## src/rtl/pipe_ctrl_pkg.sv

```systemverilog
// pipe_ctrl_pkg
//   Shared types and constants for the pipeline hazard controller.
//   REG_ADDR_W   : register-file address width
//   STALL_CNT_W  : width of the saturating RAW stall counter
//   DRAIN_CYCLES : pipeline drain length before an interrupt is injected
//   hz_state_e   : hazard/interrupt sequencing FSM states
package pipe_ctrl_pkg;

  localparam int REG_ADDR_W   = 5;
  localparam int STALL_CNT_W  = 8;
  localparam int DRAIN_CYCLES = 2;

  localparam int DRAIN_CNT_W = (DRAIN_CYCLES > 1) ? $clog2(DRAIN_CYCLES) : 1;
  localparam logic [DRAIN_CNT_W-1:0] DRAIN_LOAD = DRAIN_CNT_W'(DRAIN_CYCLES - 1);
  localparam logic [STALL_CNT_W-1:0] STALL_CNT_MAX = '1;

  typedef enum logic [1:0] {
    ST_RUN    = 2'd0,
    ST_DRAIN  = 2'd1,
    ST_INJECT = 2'd2,
    ST_RESUME = 2'd3
  } hz_state_e;

endpackage

```

## src/rtl/raw_hazard_detect.sv

```systemverilog
// raw_hazard_detect
//   Combinational read-after-write hazard comparator for the ID stage.
//   Configuration macro: HAZ_FWD_EN
//     defined   : forwarding covers everything except load-use, so only an
//                 EX-stage scratch/IO read is a qualifying producer.
//     undefined : any EX or WB register write is a qualifying producer.
//   Ports:
//     id_rx_addr, id_ry_addr  in  source addresses of the ID instruction
//     id_use_rx, id_use_ry    in  ID instruction reads that source
//     ex_rf_wr, ex_wb_addr    in  EX writeback enable / destination
//     ex_mem_rd               in  EX result comes from a scratch/IO read
//     wb_rf_wr, wb_wb_addr    in  WB writeback enable / destination
//     raw_hit                 out ID instruction must wait
module raw_hazard_detect
  import pipe_ctrl_pkg::*;
(
  input  logic [REG_ADDR_W-1:0] id_rx_addr,
  input  logic [REG_ADDR_W-1:0] id_ry_addr,
  input  logic                  id_use_rx,
  input  logic                  id_use_ry,
  input  logic                  ex_rf_wr,
  input  logic [REG_ADDR_W-1:0] ex_wb_addr,
  input  logic                  ex_mem_rd,
  input  logic                  wb_rf_wr,
  input  logic [REG_ADDR_W-1:0] wb_wb_addr,
  output logic                  raw_hit
);

  logic rx_hit;
  logic ry_hit;

`ifdef HAZ_FWD_EN
  logic ex_qual;
  logic unused_wb;

  // WB results are always forwarded, so the WB port plays no part here.
  assign unused_wb = ^{wb_rf_wr, wb_wb_addr};
  assign ex_qual   = ex_rf_wr & ex_mem_rd;

  assign rx_hit = ex_qual & (id_rx_addr == ex_wb_addr);
  assign ry_hit = ex_qual & (id_ry_addr == ex_wb_addr);
`else
  logic unused_mem_rd;

  assign unused_mem_rd = ex_mem_rd;

  assign rx_hit = (ex_rf_wr & (id_rx_addr == ex_wb_addr)) |
                  (wb_rf_wr & (id_rx_addr == wb_wb_addr));
  assign ry_hit = (ex_rf_wr & (id_ry_addr == ex_wb_addr)) |
                  (wb_rf_wr & (id_ry_addr == wb_wb_addr));
`endif

  assign raw_hit = (id_use_rx & rx_hit) | (id_use_ry & ry_hit);

endmodule

```

## src/rtl/pipeline_hazard_ctrl.sv

```systemverilog
// pipeline_hazard_ctrl
//   Pipeline hazard and interrupt-entry controller. Stalls on RAW hazards,
//   flushes on taken branches and sequences interrupt entry (drain, inject,
//   resume). Strobes are combinational from the registered state and the
//   current inputs. Optional macro HAZ_FWD_EN selects the forwarding-aware
//   hazard rule inside raw_hazard_detect.
//   Ports:
//     clk, rst_n                     clock, synchronous active-low reset
//     id_rx_addr/id_ry_addr/id_use_* ID stage sources
//     ex_rf_wr/ex_wb_addr/ex_mem_rd  EX producer
//     wb_rf_wr/wb_wb_addr            WB producer
//     ex_branch_taken                branch resolved taken in EX
//     irq, i_flag                    interrupt request and enable
//     pc_stall, if_id_stall, if_id_flush, id_ex_nop, int_inject, int_ack
//                                    pipeline control strobes
//     hz_state                       FSM state (debug)
//     hz_stall_cnt                   saturating RAW stall-cycle count
//
//   state     | meaning
//   ----------+------------------------------------------------------------
//   RUN       | normal issue; RAW stalls and branch flushes handled here
//   DRAIN     | let in-flight instructions retire before the interrupt
//   INJECT    | insert the interrupt into ID/EX and acknowledge
//   RESUME    | one flush cycle while fetch redirects to the handler
module pipeline_hazard_ctrl
  import pipe_ctrl_pkg::*;
(
  input  logic                   clk,
  input  logic                   rst_n,
  input  logic [REG_ADDR_W-1:0]  id_rx_addr,
  input  logic [REG_ADDR_W-1:0]  id_ry_addr,
  input  logic                   id_use_rx,
  input  logic                   id_use_ry,
  input  logic                   ex_rf_wr,
  input  logic [REG_ADDR_W-1:0]  ex_wb_addr,
  input  logic                   ex_mem_rd,
  input  logic                   wb_rf_wr,
  input  logic [REG_ADDR_W-1:0]  wb_wb_addr,
  input  logic                   ex_branch_taken,
  input  logic                   irq,
  input  logic                   i_flag,
  output logic                   pc_stall,
  output logic                   if_id_stall,
  output logic                   if_id_flush,
  output logic                   id_ex_nop,
  output logic                   int_inject,
  output logic                   int_ack,
  output logic [1:0]             hz_state,
  output logic [STALL_CNT_W-1:0] hz_stall_cnt
);

  hz_state_e              state;
  logic [DRAIN_CNT_W-1:0] drain_cnt;
  logic [STALL_CNT_W-1:0] stall_cnt;
  logic                   raw_hit;

  raw_hazard_detect u_raw (
    .id_rx_addr (id_rx_addr),
    .id_ry_addr (id_ry_addr),
    .id_use_rx  (id_use_rx),
    .id_use_ry  (id_use_ry),
    .ex_rf_wr   (ex_rf_wr),
    .ex_wb_addr (ex_wb_addr),
    .ex_mem_rd  (ex_mem_rd),
    .wb_rf_wr   (wb_rf_wr),
    .wb_wb_addr (wb_wb_addr),
    .raw_hit    (raw_hit)
  );

  always_ff @(posedge clk) begin
    if (!rst_n) begin
      state     <= ST_RUN;
      drain_cnt <= '0;
      stall_cnt <= '0;
    end else begin
      case (state)
        ST_RUN: begin
          if (ex_branch_taken) begin
            state <= ST_RUN;
          end else if (raw_hit) begin
            if (stall_cnt != STALL_CNT_MAX)
              stall_cnt <= stall_cnt + STALL_CNT_W'(1);
          end else if (irq && i_flag) begin
            state     <= ST_DRAIN;
            drain_cnt <= DRAIN_LOAD;
          end
        end
        ST_DRAIN: begin
          // A branch during drain only redirects fetch; the count runs on.
          if (drain_cnt == '0)
            state <= ST_INJECT;
          else
            drain_cnt <= drain_cnt - DRAIN_CNT_W'(1);
        end
        ST_INJECT: state <= ST_RESUME;
        ST_RESUME: state <= ST_RUN;
        default:   state <= ST_RUN;
      endcase
    end
  end

  always_comb begin
    pc_stall    = 1'b0;
    if_id_stall = 1'b0;
    if_id_flush = 1'b0;
    id_ex_nop   = 1'b0;
    int_inject  = 1'b0;
    int_ack     = 1'b0;
    if (!rst_n) begin
      // Keep bubbles flowing while held in reset.
      if_id_flush = 1'b1;
      id_ex_nop   = 1'b1;
    end else begin
      case (state)
        ST_RUN: begin
          if (ex_branch_taken) begin
            if_id_flush = 1'b1;
            id_ex_nop   = 1'b1;
          end else if (raw_hit) begin
            pc_stall    = 1'b1;
            if_id_stall = 1'b1;
            id_ex_nop   = 1'b1;
          end
        end
        ST_DRAIN: begin
          id_ex_nop = 1'b1;
          if (ex_branch_taken) begin
            // Let the branch target load; the wrong-path fetch is flushed.
            if_id_flush = 1'b1;
          end else begin
            pc_stall    = 1'b1;
            if_id_stall = 1'b1;
          end
        end
        ST_INJECT: begin
          int_inject  = 1'b1;
          int_ack     = 1'b1;
          if_id_flush = 1'b1;
        end
        ST_RESUME: if_id_flush = 1'b1;
        default: ;
      endcase
    end
  end

  assign hz_state     = state;
  assign hz_stall_cnt = stall_cnt;

endmodule

```

## config.mk

```make
export PLATFORM = sky130hd
export DESIGN_NAME = pipeline_hazard_ctrl
export DESIGN_NICKNAME = d
export VERILOG_FILES = /design/src/rtl/pipe_ctrl_pkg.sv /design/src/rtl/raw_hazard_detect.sv /design/src/rtl/pipeline_hazard_ctrl.sv
export SDC_FILE = /design/constraint.sdc
export NUM_CORES = 1
export LEC_CHECK = 0
export ABC_AREA = 1
export CORE_MARGIN = 10
export CORE_UTILIZATION = 35
export DETAILED_ROUTE_END_ITERATION = 8
export MAX_ROUTING_LAYER = met4
export PLACE_DENSITY = 0.7
export SLEW_MARGIN = 20
export SYNTH_ARGS = -nofsm -noshare
export SYNTH_HDL_FRONTEND = slang
export SYNTH_SLANG_ARGS = --single-unit
```

## constraint.sdc

```tcl
create_clock -name clk -period 1.55 [get_ports clk]
set_clock_uncertainty 0.2 [all_clocks]
set_input_delay 0.31 -clock clk [delete_from_list [all_inputs] [get_ports clk]]
set_output_delay 0.31 -clock clk [all_outputs]
set_load 0.005 [all_outputs]
```

==> Word-level counts from Yosys, hierarchy flattened <==
Index checks and enable logic that the tools add are counted.
{ "op_classes": {"muxes": 23, "n_eq_ne": 14, "add_sub_neg": 2, "bitwise": 10, "reduce_logical": 8} }
{ "ops": {"columns": ["op", "n"], "rows": [
  ["$eq 5x5->1", 4],
  ["$mux 1", 14],
  ["$add 8x1->8 const B", 1],
  ["$mux 2", 4],
  ["$ne 2x2->1 const B", 4],
  ["$ne 8x8->1 const B", 1],
  ["$pmux 1 s2", 4],
  ["$pmux 2 s4", 1],
  ["$reduce_and 4->1", 2],
  ["$and 1x1->1", 6],
  ["$ne 3x3->1 const B", 2],
  ["$eq 2x2->1 const B", 2],
  ["$reduce_or 2->1", 2],
  ["$or 1x1->1", 3],
  ["$reduce_and 3->1", 1],
  ["$eq 2x1->1 const B", 1],
  ["$logic_not 2->1", 1],
  ["$reduce_bool 2->1", 1],
  ["$logic_and 1x1->1", 1],
  ["$not 1->1", 1],
  ["$sub 1x1->1 const B", 1]
]} }
{ "word_totals": {"register_bits": 11, "input_bits": 30, "output_inout_bits": 16} }

==> Logic depth before layout (Yosys ltp) <==
Gate-level depths: netlist (run 1).
{ "logic_depth": {"word_depth": 9, "ltp_mapped": 13, "ltp_nobuf": 12} }

==> Hierarchy <==
Synthesis (run 1) repeated with hierarchy kept, for this count alone.
{ "hier_totals": {"cells_unflattened": 243, "area_unflattened_um2": 1260.0} }
{ "modules_own_cells": {"columns": ["module", "cells_per_inst", "n_inst", "area_each_um2", "seq_area_each_um2"], "rows": [
  ["pipeline_hazard_ctrl", 143, 1, 879.6, 220.2],
  ["raw_hazard_detect", 100, 1, 380.4, 0.0]
]} }

==> Worst setup path after synthesis (run 1) <==
No wires, ideal clock.
{ "synth_timing": {"path_type": "input to output", "from": "input port wb_wb_addr[1]", "to": "output port pc_stall", "slack_ps": -251, "stages": 12, "n_path_buf": 2, "arrival_ps": 1291, "path_cell_list": "inv_1 > nand2_1 > nand2_1 > nor2_1 > nand3_1 > nand2_1 > nand2_1 > nand2_4 > buf_8 > nand2_4 > a21oi_1 > buf_4"} }
{ "synth_between": {"elab_chain_cells": 9} }
{ "synth_rtl": {"columns": ["item", "line", "text"], "rows": [
  ["start: declaration", "pipeline_hazard_ctrl.sv:38", "input logic [REG_ADDR_W-1:0] wb_wb_addr,"],
  ["$eq 5x5->1 (on tied branches)", "raw_hazard_detect.sv:48, raw_hazard_detect.sv:50", null],
  ["$and 1x1->1 (on tied branches)", "raw_hazard_detect.sv:48, raw_hazard_detect.sv:50", null],
  ["$or 1x1->1 (on tied branches)", "raw_hazard_detect.sv:47, raw_hazard_detect.sv:49", null],
  ["$and 1x1->1", "raw_hazard_detect.sv:53", "assign raw_hit = (id_use_rx & rx_hit) | (id_use_ry & ry_hit);"],
  ["$or 1x1->1 *", "raw_hazard_detect.sv:53", null],
  ["$mux 1 * (2 in series)", null, null],
  ["$pmux 1 s2 *", null, null],
  ["$mux 1 *", null, null],
  ["end: declaration", "pipeline_hazard_ctrl.sv:42", "output logic pc_stall,"]
]} }
Every way passes the cells marked *; elsewhere a longest branch is shown, timed or not.

==> Final worst setup path (run 1) <==
{ "layout_timing": {"from": "register state[0] (netlist: hz_state[0])", "to": "output port id_ex_nop"} }
{ "layout_between": {"elab_chain_cells": 3} }
{ "layout_rtl": {"columns": ["item", "line", "text"], "rows": [
  ["start: declaration", "pipeline_hazard_ctrl.sv:52", "hz_state_e state;"],
  ["start signal: assignment", "pipeline_hazard_ctrl.sv:72", "state <= ST_RUN;"],
  ["start signal: assignment", "pipeline_hazard_ctrl.sv:79", "state <= ST_RUN;"],
  ["start signal: assignment", "pipeline_hazard_ctrl.sv:84", "state <= ST_DRAIN;"],
  ["$eq 2x1->1 / $logic_not 2->1 (equally long branches)", "pipeline_hazard_ctrl.sv:114", "case (state)"],
  ["$pmux 1 s2 *", "pipeline_hazard_ctrl.sv:114", null],
  ["$mux 1 *", "pipeline_hazard_ctrl.sv:109", "if (!rst_n) begin"],
  ["end: declaration", "pipeline_hazard_ctrl.sv:45", "output logic id_ex_nop,"]
]} }
Marked as above.

==> flow_summary.ini, run 1 <==
[sta]
min_period_ns = 1.83
finalCritPeriodShare_pct = 118
fmax_ghz = 0.547
setup-violations-final = 17
fin_ws_ns = -0.278
holdWs_ns = 0.311
rsz0062_at_grt = true
worst_slew_pin_slew_ns = 0.282
relSlewSlack_pct = 81.2
hold_viol_final = 0
finalSetupTns_ns = -2.51
drv_slew = 0

[run]
maxCapViolations = 0

[setup_path]
critPathCaptureType = output pin
cp.required_ns = 1.04
crit_chain = inv_4 > buf_12 > ha_4 > inv_2 > o2111ai_2 > buf_2
crit_path_max_fanout = 3
crit_type = reg -> out
critPathLaunchType = flip-flop
crit_family = buffers and inverters
arrival_ns = 1.32
slowest_stage = dfxtp_4
max_stage_delay_ns = 0.36
cp_num_buf_inv = 4

[place]
gp_congestion = 0.871
dp_slack_ns = -1.17
dp_hpwl_um = 2690
dpl_cell_area_um2 = 1820
portBuffers = 44
numPlacedInstances = 304

[logic_synthesis]
ys_seq_area_share_pct = 19.2
synth_edf_count = 0
ys_ff_latch = 11
ys_warn_count = 0
synth_cell_types = 24
syn-cell-area_um2 = 1140
synth_top_area_share_pct = 24.3
synthesis.nets = 234
synth_top_cell_by_area = nand2_1
synthCells = 199
synth.most_common_cell = nand2_1
avgSynthCellArea_um2 = 5.75
synth_ff_type = dfxtp_1
async_flop_share_pct = 0
yosys-top-cells-area = nand2_1 24%, dfxtp_1 19%, inv_1 9.2%, nor2_1 6.9%, a21oi_1 6.1%
synth_common_cells = 74 x nand2_1, 28 x inv_1, 21 x nor2_1

[clocking]
postCtsHoldBufs = 0
clk_latency_ns = 0.28
cts.sinks = 11
cts_buffers = 3
htree_levels = 1
clockBufferDepth = 2
clk_pin_slew_worst_paths_ns = 0.07
clockRootBuffer = clkbuf_4
cts_tree = built

[floorplanning]
coreArea_um2 = 3100
die_w_um = 77.2
fp-row-count = 20
ios = 46
start_util_pct = 36.9
die_h_um = 77.2
dieArea_um2 = 5960

[drt]
vias_per_cell = 4.65
ant_nets = 0
drt-total-wl_um = 3690
vias = 1484
drt_drc_violations_left = 0
drtIter0Drc = 102
wire_per_inst_um = 11.6
dr.pass1.iters = 4

[global_routing]
grt_max_degree = 11
first_global_vias = 1429
grt_usage_pct = 12.4
grt_first_pass_wirelength_um = 6160
overflow = 0
antenna_found_initial = 0

[power_and_ir_drop]
peakVddDrop_mv = 0.314
cellPowerDensity_nw_per_um2 = 858
p_leak_nw = 1.11
power_mw = 1.76

[layout]
multi_input_comb_area_um2 = 890
nFillCells = 274
fin_util_pct = 66.3
synthToLayoutAreaGrowth_pct = 79.6
design_area_um2 = 2060
diodes = 0
seq_area_um2 = 239
fin_cells = 319
drive_above_1_share_pct = 47.3
final_nets = 311

[run_status]
status = finished, violations left
failed_checks = setup timing

[worst_hold_path]
hold_class = reg -> reg
==> path summary, 6_finish.rpt <==
kind / startpoint / end / slack (ns) / depth (start not counted)
max: hz_state[0] / id_ex_nop / -0.28 / 6
min: drain_cnt / drain_cnt / 0.31 / 2
max reg2reg: hz_state[0] / drain_cnt / -0.16 / 11
min reg2reg: drain_cnt / drain_cnt / 0.31 / 2
==> metal layers <==
metal	track usage (%)	part of all wire, %	vias up
li1	-	-	774
met1	14.5	46	661
met2	20.0	48	43
met3	2.91	4.6	6
met4	4.74	1.5	0
met5	-	0	-
==> power by group <==
group	internal, mW	leakage (nW)	switching [mW]	total [mW]
sequential	0.327	0.0944	0.0413	0.368
clock	0.0957	0.0177	0.110	0.206
combinational	0.632	0.993	0.558	1.19
total	1.05	1.11	0.710	1.76
==> cell usage in the layout, fill, tap and decap left out, drive strengths merged, types with 2 or more instances in the layout <==
cell           netlist  routed
a21oi               15      15
buf                  3      59
clkbuf               1       4
clkdlybuf4s50        0       4
dfxtp               11      11
dlygate4sd2          0       9
dlymetal6s2s         0       2
ha                   5       5
inv                 32      32
nand2               78      78
nand3               12      12
nand4                9       9
nor2                23      23
xnor2                2       2
xor2                 4       4
==> state kept, by name, summed over array words and instances, names as in the netlist <==
name / cells
hz_stall_cnt: 8
hz_state: 2
drain_cnt: 1
==> worst register-to-register path, delay by kind of cell, from the launching register on <==
| family | cells | cell delay [ns] |
|---|---|---|
| compound gates | 1 | 0.16 |
| flops | 1 | 0.37 |
| simple gates | 4 | 0.24 |
| buf+inv | 5 | 0.47 |
| fa+ha+maj | 1 | 0.17 |
==> layout make-up <==
cell class	instances	area share [%]
multi-input cells	152	43.3
well taps	44	2.68
flip-flops and latches	11	11.6
inverters	32	7.18
clock inverters	1	0.243
repair buffers	76	33.9
clock buffers	3	1.10
==> logic make-up after synthesis <==
| family | synth area share, % |
|---|---|
| buffers and inverters | 13.4 |
| flip-flops | 19.2 |
| AO/OA/AOI/OAI | 9.40 |
| adder cells (fa/ha/maj) | 5.46 |
| XOR/XNOR | 4.59 |
| AND/OR/NAND/NOR | 47.9 |
==> repair_timing <==
action / 4_1_cts / 5_1_grt
setup endpoints to repair: 27 / 17
gates resized for setup: 156 / 54
buffers inserted: 10 / 3
pin swaps: 39 / 41
gates cloned: 0 / 0
No activity file was read; power rests on OpenSTA's default activity.
==> run 2: changes to the inputs <==
HOLD_SLACK_MARGIN = 0.02   (was unset)
PLACE_DENSITY = 0.68   (was 0.7)
SYNTH_HIERARCHICAL = 1   (was unset)
==> flow_summary.ini, run 2 <==
[logic_synthesis]
avgSynthCellArea_um2 = 5.19
yosys-top-cells-area = nand2_1 30%, dfxtp_1 17%, inv_1 13%, nor2_1 12%, ha_1 7.0%
synth_ff_type = dfxtp_1
ys_ff_latch = 11
synthesis.nets = 280
syn-cell-area_um2 = 1260
synth_edf_count = 0
async_flop_share_pct = 0
synth_top_cell_by_area = nand2_1
ys_warn_count = 6
ys_seq_area_share_pct = 17.5
synth.most_common_cell = nand2_1
synth_cell_types = 21
synthCells = 243
synth_top_area_share_pct = 30.1
synth_common_cells = 101 x nand2_1, 42 x inv_1, 39 x nor2_1

[sta]
finalCritPeriodShare_pct = 120
setup-violations-final = 16
worst_slew_pin_slew_ns = 0.254
holdWs_ns = 0.323
fmax_ghz = 0.538
drv_slew = 0
relSlewSlack_pct = 83.1
hold_viol_final = 0
fin_ws_ns = -0.307
rsz0062_at_grt = true
min_period_ns = 1.86

[power_and_ir_drop]
p_leak_nw = 1.20
cellPowerDensity_nw_per_um2 = 808
peakVddDrop_mv = 0.635
power_mw = 1.72

[clocking]
clk_latency_ns = 0.27
cts_tree = built
clockBufferDepth = 2
clockRootBuffer = clkbuf_4
htree_levels = 1
cts_buffers = 3
cts.sinks = 11
clk_pin_slew_worst_paths_ns = 0.07

[layout]
final_common_cell = nand2_1
fin_cells = 358
largest_register_ffs = 8
synthToLayoutAreaGrowth_pct = 69.2
final_nets = 350
drive_above_1_share_pct = 39.4
design_area_um2 = 2130
diodes = 0
final_cell_mix = 83 x nand2_1, 32 x nor2_1, 24 x inv_1

[drt]
ant_nets = 0
drt_drc_violations_left = 0
dr.pass1.iters = 4
vias = 1593
drtIter0Drc = 62
wire_per_inst_um = 10.8
vias_per_cell = 4.45
drt-total-wl_um = 3850

[run_status]
status = finished, violations left
failed_checks = setup timing

[setup_path]
critPathLaunchType = flip-flop
crit_chain = inv_4 > buf_6 > ha_4 > o21ai_0 > nand3_1 > buf_2
critPathCaptureType = output pin
crit_path_max_fanout = 4
slowest_stage = dfxtp_4
cp_num_buf_inv = 3
arrival_ns = 1.35
crit_family = flip-flops
cp.required_ns = 1.04
max_stage_delay_ns = 0.38
crit_type = reg -> out

[worst_hold_path]
hold_class = reg -> reg

[floorplanning]
fp-row-count = 21
ios = 46
die_w_um = 80
coreArea_um2 = 3420
dieArea_um2 = 6400
die_h_um = 80
start_util_pct = 36.9

[place]
dp_hpwl_um = 2930
portBuffers = 44
dpl_cell_area_um2 = 1940
gp_congestion = 0.896
numPlacedInstances = 346

[global_routing]
antenna_found_initial = 0
first_global_vias = 1484
grt_max_degree = 10
grt_usage_pct = 12.5
overflow = 0
grt_first_pass_wirelength_um = 6430

[run]
maxCapViolations = 0
## run 2: final cells by class
cell class / instances / area (um2)
timing repair buffer: 69 / 619
fill: 344 / 1280
clock buffer: 4 / 26.3
multi-input combinational: 184 / 986
sequential: 11 / 235
tap: 46 / 57.6
inverter: 44 / 208
## run 2: power by group
part	leakage (nW)	total (mW)	switching (mW)	internal, mW
combinational	1.09	1.15	0.546	0.606
clock	0.0150	0.204	0.104	0.0998
sequential	0.0936	0.367	0.0356	0.331
total	1.20	1.72	0.685	1.04
## run 2: tightest hold or removal path: cells and delay by family, from the launching register on
kind	cells	cell delay (ns)
DFF	1	0.35
and+or+nand+nor	1	0.09
AOI/OAI and AO/OA	1	0.05
## run 2: cells by family after synthesis
logic type / synth area share (%)
buf+inv: 15.6
flops: 17.5
compound gates: 4.07
fa+ha+maj: 6.95
simple gates: 55.9
## run 2: path summary, 6_finish.rpt
path	from	to	slack [ns]	cells past startpoint
max	hz_state[0]	id_ex_nop	-0.31	6
min	drain_cnt	drain_cnt	0.32	2
max reg2reg	hz_state[0]	hz_state[0]	-0.06	12
min reg2reg	drain_cnt	drain_cnt	0.32	2
## run 2: per-layer routing
layer  vias up  part of all wire [%]  track usage [%]
met4         0                  0.80             3.70
met3         4                   3.9             2.93
met5         -                     0                -
met2        29                    51             19.7
met1       689                    44             15.3
li1        871                     -                -
## run 2: what timing repair did
action | in CTS | in global routing
setup endpoints to repair | 27 | 17
gates resized for setup | 143 | 64
setup buffers | 2 | 6
hold buffers | 0 | 0
pin swaps | 21 | 29
gates cloned | 1 | 0
## run 2: per-stage QoR
step | util, % | TNS (ns) | setup WS, ns
floorplan | - | -0.0350 | -0.0350
global route | 62.4 | -3.99 | -0.411
CTS | 56.2 | -1.79 | -0.328
finish | 62.4 | -2.32 | -0.307
global placement | 56.9 | -14.22 | -1.16
detailed placement | 56.9 | -14.47 | -1.19
